## src/rtl/clk_phase_div.sv

```systemverilog
// Programmable clock divider with two non-overlapping phase enables and dead time.
// A new divide ratio is shadowed and applied only at a terminal count, so no half-period is cut short.
module clk_phase_div #(
   parameter int WIDTH   = 8,
   parameter int DIV_RST = 4,
   parameter int DEAD    = 1
) (
   input  logic             clk,
   input  logic             rst,
   input  logic             en,
   input  logic             load,
   input  logic [WIDTH-1:0] div_in,
   output logic             clk_out,
   output logic             tick,
   output logic             ph1_en,
   output logic             ph2_en,
   output logic             pending
);

   localparam logic [WIDTH-1:0] DIV_RST_W = WIDTH'(DIV_RST);

   logic [WIDTH-1:0] cnt;
   logic [WIDTH-1:0] div_act;
   logic [WIDTH-1:0] div_shd;

   logic [WIDTH-1:0] cnt_nxt;
   logic [WIDTH-1:0] div_act_nxt;
   logic [WIDTH-1:0] div_shd_nxt;
   logic             clk_out_nxt;
   logic             pending_nxt;
   logic             tc;
   logic             past_dead;

   // div_act only changes on a terminal count, when cnt restarts at zero,
   // so cnt can never end up above the active ratio.
   always_comb begin
      tc          = en && (cnt == div_act);
      cnt_nxt     = cnt;
      clk_out_nxt = clk_out;
      div_act_nxt = div_act;
      div_shd_nxt = div_shd;
      pending_nxt = pending;

      if (en) begin
         if (tc) begin
            cnt_nxt     = '0;
            clk_out_nxt = ~clk_out;
         end else begin
            cnt_nxt = cnt + WIDTH'(1);
         end
      end

      if (load && tc) begin
         div_act_nxt = div_in;
         div_shd_nxt = div_in;
         pending_nxt = 1'b0;
      end else if (load) begin
         div_shd_nxt = div_in;
         pending_nxt = 1'b1;
      end else if (tc && pending) begin
         div_act_nxt = div_shd;
         pending_nxt = 1'b0;
      end

      past_dead = (64'(cnt_nxt) >= 64'(DEAD));
   end

   // Phase enables are derived from next-state values so they line up with clk_out edges.
   always_ff @(posedge clk) begin
      if (rst) begin
         cnt     <= '0;
         div_act <= DIV_RST_W;
         div_shd <= DIV_RST_W;
         pending <= 1'b0;
         clk_out <= 1'b0;
         tick    <= 1'b0;
         ph1_en  <= 1'b0;
         ph2_en  <= 1'b0;
      end else begin
         cnt     <= cnt_nxt;
         div_act <= div_act_nxt;
         div_shd <= div_shd_nxt;
         pending <= pending_nxt;
         clk_out <= clk_out_nxt;
         tick    <= tc;
         ph1_en  <= clk_out_nxt & past_dead & en;
         ph2_en  <= ~clk_out_nxt & past_dead & en;
      end
   end

endmodule

```

## config.mk

```make
export PLATFORM = sky130hd
export DESIGN_NAME = clk_phase_div
export DESIGN_NICKNAME = d
export VERILOG_FILES = /design/src/rtl/clk_phase_div.sv
export SDC_FILE = /design/constraint.sdc
export NUM_CORES = 1
export LEC_CHECK = 0
export CAP_MARGIN = 20
export CORE_MARGIN = 5
export CORE_UTILIZATION = 40
export CTS_CLUSTER_SIZE = 8
export DETAILED_ROUTE_END_ITERATION = 6
export PLACE_DENSITY = 0.66
export SYNTH_ARGS = -nofsm -noshare
export SYNTH_HDL_FRONTEND = slang
export SYNTH_SLANG_ARGS = --single-unit
```

## constraint.sdc

```tcl
create_clock -name clk -period 4.25 [get_ports clk]
set_input_delay 0.85 -clock clk [delete_from_list [all_inputs] [get_ports clk]]
set_output_delay 0.85 -clock clk [all_outputs]
set_load 0.02 [all_outputs]
```

## Word level (Yosys, flattened, before mapping)

Index checks and enable logic that the tools add are counted.

- Register bits after elaboration: 29
- Output and inout port bits: 5

- Add/subtract/negate cells: 1
- $lt $le $gt $ge: 1
- Eq/ne operators: 2
- Muxes and demuxes: 11
- Bitwise operators: 6
- Reduce and logical (&&, ||, !) cells: 8

Operators with widths:

| kind | count |
|---|---|
| 8-bit two-way mux | 7 |
| 8-bit by 1-bit adder with 8-bit output (second input constant) | 1 |
| 8-bit == test | 1 |
| 8-bit by 1-bit >= comparator with 1-bit output (second input constant) | 1 |
| 2-bit nonzero test | 3 |
| 1-bit AND | 4 |
| 1-bit two-way mux | 4 |
| 1-bit logical AND | 3 |
| 2-bit by 1-bit != test with 1-bit output (second input constant) | 1 |
| 1-bit inverter | 2 |
| 2-bit AND reduction | 1 |
| 2-bit OR reduction | 1 |

## Depth between registers and ports, before layout

Gate-level depths: netlist of run 1.

- Depth after elaboration: 7
- Mapped depth: 6
- Depth with buffers taken out: 5

## Worst setup path before layout of run 1

Ideal clock, no wire load.

- Path type: input to register
- Start point: in load
- End point: reg div_act[2]
- Setup time: 0.123 ns
- Arrival time: 1.853 ns
- Required time: 4.127 ns
- Setup slack: 2.274 ns
- Stages on the path: 4
- Cell sequence: clkbuf_1 nor2_1 nor4_4 mux2_1

- Cells in the longest elaborated chain, start to end: 3
- Elaborated cells between the ends (all ways): 5
- Those cells by class: eq/ne: 1; mux: 1; reduce/logical: 3

Ends and longest elaborated chain:

| item | line | source |
|---|---|---|
| start: declaration | 11 | `input logic load,` |
| 1-bit logical AND | 53 | `if (load && tc) begin` |
| 2-bit by 1-bit != test with 1-bit output (no source line) or 2-bit nonzero test (tied branches) | -- |  |
| 2-bit AND reduction (no source line) | -- |  |
| end signal: assignment | 81 | `div_act <= div_act_nxt;` |
| end: declaration | 23 | `logic [WIDTH-1:0] div_act;` |

Parallel ways exist; a longest one is shown, timed or not.
A chain may end at the register's enable or synchronous reset.

## Worst setup path after layout of run 1

Same ends and word-level chain as after synthesis.

==> flow_summary.yaml, run 1 <==
status:
  status: "finished, final reports clean"
power:
  power_uw: 572.9
  ir_drop_uv: 221.7
  power.leakage_uw: 0.0005792
  power_density_nw_per_um2: 337.4
worst_hold_path:
  hp-class: "register to register"
sta:
  finalCritPeriodShare_pct: 60.69
  finalCriticalPeriod_ns: 2.579
  rsz0062_at_grt: "no"
  holdWs_ns: 0.4816
  max_freq_ghz: 0.3877
  skew_ns: 0.004359
  setup_viol: 0
  hold_viol_final: 0
  drv_slew: 0
  slew_headroom_pct: 47.59
  worstMarginPinSlew_ns: 0.7801
  tns_ns: 0
drt:
  vias: 1124
  drtAntennaViolNets: 0
  wl_um: 2909
  vias_per_cell: 5.302
  first_pass_iters: 4
  initialDrtViolationCount: 54
  drc: 0
  avgRoutedWirePerCell_um: 13.72
layout:
  n_antenna_cell: 0
  layout_commonest_cell: "dfxtp_1"
  areaGrowthSynthToFinish_pct: 15.98
  drive_above_1_share_pct: 11.59
  mostFrequentLayoutCells: "dfxtp_1 (29), clkdlybuf4s50_1 (16), nand2_1 (15), nor2_1 (11)"
  fin_cells: 212
  multi_input_area_um2: 788.3
  seq_area_um2: 580.6
  final_net_count: 177
  fill_cells: 356
  utilization_pct: 47.09
synthesis:
  synth_top_family_by_area: "simple AND/OR/NAND/NOR gates"
  mappedNetlistArea_um2: 1464
  syn_inst: 151
  yosys.area_share.simple_pct: 22.05
  muxShareOfSynthArea_pct: 7.692
  synthAdderAreaFrac_pct: 0.8547
  avgSynthCellArea_um2: 9.695
  synth_compound_area_share_pct: 13.42
  yosys-top-cells-area: "dfxtp_1 (40%), mux2i_1 (6.2%), xnor2_2 (4.4%)"
  synth_top_area_share_pct: 39.66
  ys_types: 42
  yosys.area.top_type: "dfxtp_1"
  synth-xor-area-share_pct: 9.829
  syn_nets: 164
  yosysSeqAreaShare_pct: 39.66
  yosysWarnings: 0
  ys_ff_latch: 29
floorplan:
  start_util_pct: 40.60
  fp-row-count: 22
  dieArea_um2: 4970
  pin_count: 17
  die_h_um: 70.50
  coreArea_um2: 3606
  dieWidth_um: 70.50
clock_tree:
  clk-insertion-delay-late_ns: 0.28
  cts_buffers: 5
  clockBufferDepth: 2
  clk_pin_slew_ns: 0.06
  cts_hold_buffers: 0
  cts_tree: "built"
  post-cts-setup-buffers: 0
  cts-resized-gates: 0
  cts_root_buf: "clkbuf_8"
  htreeDepth: 2
  clkSinkCount: 29
global_route:
  antenna_found_initial: 0
  grt_pass1_vias: 1090
  track_usage_pct: 13.21
  grt_max_degree: 25
  gr-total-overflow: 0
  grt_pass1_wl_um: 5202
run:
  max_cap_viol_count: 0
setup_path:
  critPathKind: "primary input to register"
  crit_arrival_ns: 2.75
  crit_required_ns: 4.42
  start_kind: "primary input"
  endpoint_kind: "register"
  cp_max_fo: 18
place:
  gp_congestion: 0.8589
  placedCellCount: 205
  port_buffers: 16
  dp.final_hpwl_um: 2090
cells by family (layout without fill, tap and decap cells):
kind of cell	count (synthesis)	after routing
AOI/OAI and AO/OA	26	26
xor gates and xnor gates	13	13
adders and majority gates	1	1
buffers and inverters	15	28
DFF	29	29
muxes	11	11
and+or+nand+nor	56	56
per-stage QoR:
step                instance area [um^2]  setup slack [ns]
global placement                    1612             1.452
CTS                                 1698             1.680
detailed placement                  1612             1.377
global route                        1698             1.573
finish                              1698             1.671
floorplan                           1464             2.274
power breakdown:
| group | switching [uW] | leakage [uW] | internal [uW] |
|---|---|---|---|
| Combinational | 30.9 | 0.000299 | 29.0 |
| Clock | 97.3 | 0.0000443 | 128 |
| Sequential | 7.01 | 0.000236 | 281 |
| Total | 135 | 0.000579 | 438 |
cell usage after synthesis:
master	count
xnor2_1	7
inv_1	4
nor3_1	9
o22ai_1	1
xnor2_2	4
nand4_2	1
nand2_1	15
dfxtp_1	29
or3_1	1
mux2_2	1
o211ai_1	1
mux2_1	1
and4bb_2	1
o221a_1	1
a21oi_1	3
ha_1	1
nand3_1	1
nand4_1	2
and4_2	1
nor4b_1	1
o32ai_1	6
nor2_1	11
nor2b_1	3
mux2i_1	9
o21ai_0	2
clkbuf_1	4
or2_2	2
a22oi_1	6
nand4_4	1
nor4_4	1
xor2_1	2
nor3b_1	1
a211oi_1	2
o31a_1	1
o31ai_1	1
and3_1	1
a21o_1	1
buf_2	1
buf_6	5
o211a_1	1
buf_1	1
nor4_1	4
state kept, by name, indices dropped and copies added, names as in the netlist:
signal	count
pending	1
ph2_en	1
div_act	8
div_shd	8
cnt	8
ph1_en	1
clk_out	1
tick	1
final cells by class:
class,instances,area share [%]
multi-input combinational,107,46.43
sequential,29,34.19
timing repair buffer,17,9.875
clock buffer,7,5.085
tap,48,3.537
inverter,4,0.8843
per-layer routing:
layer	share of wire, %	vias up	global-route usage, %
met5	0	-	0
met4	1.9	0	5.532
met3	3.5	7	5.180
met2	50	12	20.17
met1	44	535	16.45
li1	-	570	-
worst max-delay path: stages:
cell             delay (ns)
clkdlybuf4s50_1        0.96
nor2_1                 0.19
nor4_4                 0.38
mux2_1                 0.36
final timing paths:
check                          startpoint                 endpoint  slack (ns)  depth (start not counted)
hold / removal    div_shd[2]$_SDFFE_PP1P_  div_shd[2]$_SDFFE_PP1P_        0.48                          2
setup reg to reg        cnt[4]$_SDFF_PP0_  div_act[5]$_SDFFE_PP0P_        2.33                          4
setup / recovery                     load  div_act[2]$_SDFFE_PP1P_        1.67                          4
hold reg to reg   div_shd[2]$_SDFFE_PP1P_  div_shd[2]$_SDFFE_PP1P_        0.48                          2
No activity file was read; power rests on OpenSTA's default activity.
==> run 2: changes to the inputs <==
==> constraint.sdc (replaced) <==
create_clock -name clk -period 2.4 [get_ports clk]
set_input_delay 0.48 -clock clk [delete_from_list [all_inputs] [get_ports clk]]
set_output_delay 0.48 -clock clk [all_outputs]
set_load 0.02 [all_outputs]
==> flow_summary.yaml, run 2 (synthesized netlist as in run 1, its figures left out) <==
status:
  status: "finished, final reports clean"
setup_path:
  crit_buf_inv: 2
  path_delay_family: "buffers and inverters"
  critPathSlowestCell: "clkdlybuf4s50_1"
  start_kind: "primary input"
  crit_arrival_ns: 2.18
  crit_required_ns: 2.58
  critPathKind: "primary input to register"
  path_cells: "clkdlybuf4s50_1 > inv_1 > or3_1 > o32ai_1"
  endpoint_kind: "register"
  cp_slowest_stage_delay_ns: 0.60
  cp_max_fo: 9
floorplan:
  dieWidth_um: 70.50
  pin_count: 17
  fp-row-count: 22
  dieArea_um2: 4970
  coreArea_um2: 3606
  die_h_um: 70.50
  start_util_pct: 40.60
place:
  placedCellCount: 213
  dp.final_hpwl_um: 2376
  port_buffers: 16
  gp_congestion: 0.8636
  pre_cts_ws_ns: 0.1181
sta:
  finalCriticalPeriod_ns: 2.001
  finalCritPeriodShare_pct: 83.39
  holdWs_ns: 0.4715
  hold_viol_final: 0
  worst_slack_ns: 0.3987
  slew_headroom_pct: 73.46
  drv_slew: 0
  worstMarginPinSlew_ns: 0.3973
  rsz0062_at_grt: "no"
  max_freq_ghz: 0.4997
  skew_ns: 0.006057
  tns_ns: 0
  setup_viol: 0
drt:
  drc: 0
  wl_um: 3040
  first_pass_iters: 4
  vias_per_cell: 5.308
  initialDrtViolationCount: 90
  avgRoutedWirePerCell_um: 13.76
  vias: 1173
  drtAntennaViolNets: 0
clock_tree:
  cts_buffers: 5
  clockBufferDepth: 2
  clk-insertion-delay-late_ns: 0.28
  post-cts-setup-buffers: 0
  cts-resized-gates: 0
  cts_tree: "built"
  cts_hold_buffers: 0
  htreeDepth: 2
  cts_root_buf: "clkbuf_8"
  clkSinkCount: 29
  clk_pin_slew_ns: 0.07
layout:
  final_net_count: 185
  areaGrowthSynthToFinish_pct: 21.11
  mostFrequentLayoutCells: "dfxtp_1 (29), clkdlybuf4s50_1 (16), nand2_1 (15), nor2_1 (11)"
  drive_above_1_share_pct: 16.76
  fill_cells: 347
  largestRegisters: "cnt x8, div_act x8, div_shd x8"
  n_antenna_cell: 0
  fin_cells: 221
  layout_commonest_cell: "dfxtp_1"
global_route:
  grt_max_degree: 12
  grt_pass1_wl_um: 5278
  track_usage_pct: 13.54
  grt_pass1_vias: 1223
  antenna_found_initial: 0
  gr-total-overflow: 0
worst_hold_path:
  hp-class: "register to register"
power:
  power.leakage_uw: 0.0006288
  power_density_nw_per_um2: 599.1
  ir_drop_uv: 256.5
run:
  max_cap_viol_count: 0
==> run 2: cell count changes in the layout (fill, tap and decap cells not counted) <==
cell,before,now
clkinv_2,0,1
buf_4,1,9
clkbuf_1,1,0
clkbuf_8,6,7
==> run 2: per-layer routing <==
| metal | GRT usage (%) | up-vias | part of all wire (%) |
|---|---|---|---|
| met4 | 6.383 | 0 | 1.6 |
| li1 | - | 586 | - |
| met1 | 14.52 | 567 | 42 |
| met3 | 4.748 | 7 | 3.4 |
| met2 | 23.49 | 13 | 53 |
| met5 | 0 | - | 0 |
==> run 2: worst paths after layout <==
kind	start	to	slack [ns]	depth (start not counted)
setup / recovery	en	div_act[1]$_SDFFE_PP0P_	0.40	4
hold / removal	div_shd[2]$_SDFFE_PP1P_	div_shd[2]$_SDFFE_PP1P_	0.47	2
setup reg to reg	cnt[3]$_SDFF_PP0_	div_act[1]$_SDFFE_PP0P_	0.55	4
hold reg to reg	div_shd[2]$_SDFFE_PP1P_	div_shd[2]$_SDFFE_PP1P_	0.47	2
==> run 2: cell type report <==
| type | count | area (um^2) | share of cell area (%) |
|---|---|---|---|
| Clock buffer | 7 | 96.34 | 5.434 |
| Multi-Input combinational cell | 107 | 788.3 | 44.46 |
| Clock inverter | 1 | 5.005 | 0.2823 |
| Sequential cell | 29 | 580.6 | 32.75 |
| Tap cell | 48 | 60.06 | 3.387 |
| Timing Repair Buffer | 25 | 227.7 | 12.84 |
| Inverter | 4 | 15.01 | 0.8469 |
==> run 2: metrics by stage <==
stage	area, um^2	total power [uW]	utilization [%]
2_1_floorplan	1464	585.1	-
3_3_place_gp	1672	629.1	46.36
3_5_place_dp	1672	633.2	46.36
4_1_cts	1773	1071	49.17
5_1_grt	1773	1114	49.17
6_report	1773	1062	49.17
==> run 2: power breakdown <==
part	leakage (uW)	switching, uW	internal (uW)
Clock	0.0000542	182	259
Combinational	0.000338	56.3	55.9
Sequential	0.000236	12.4	497
==> run 2: tightest hold or removal path, stage by stage (launching register included) <==
cell,delay [ns]
dfxtp_1,0.31
mux2i_1,0.06
nand2_1,0.07
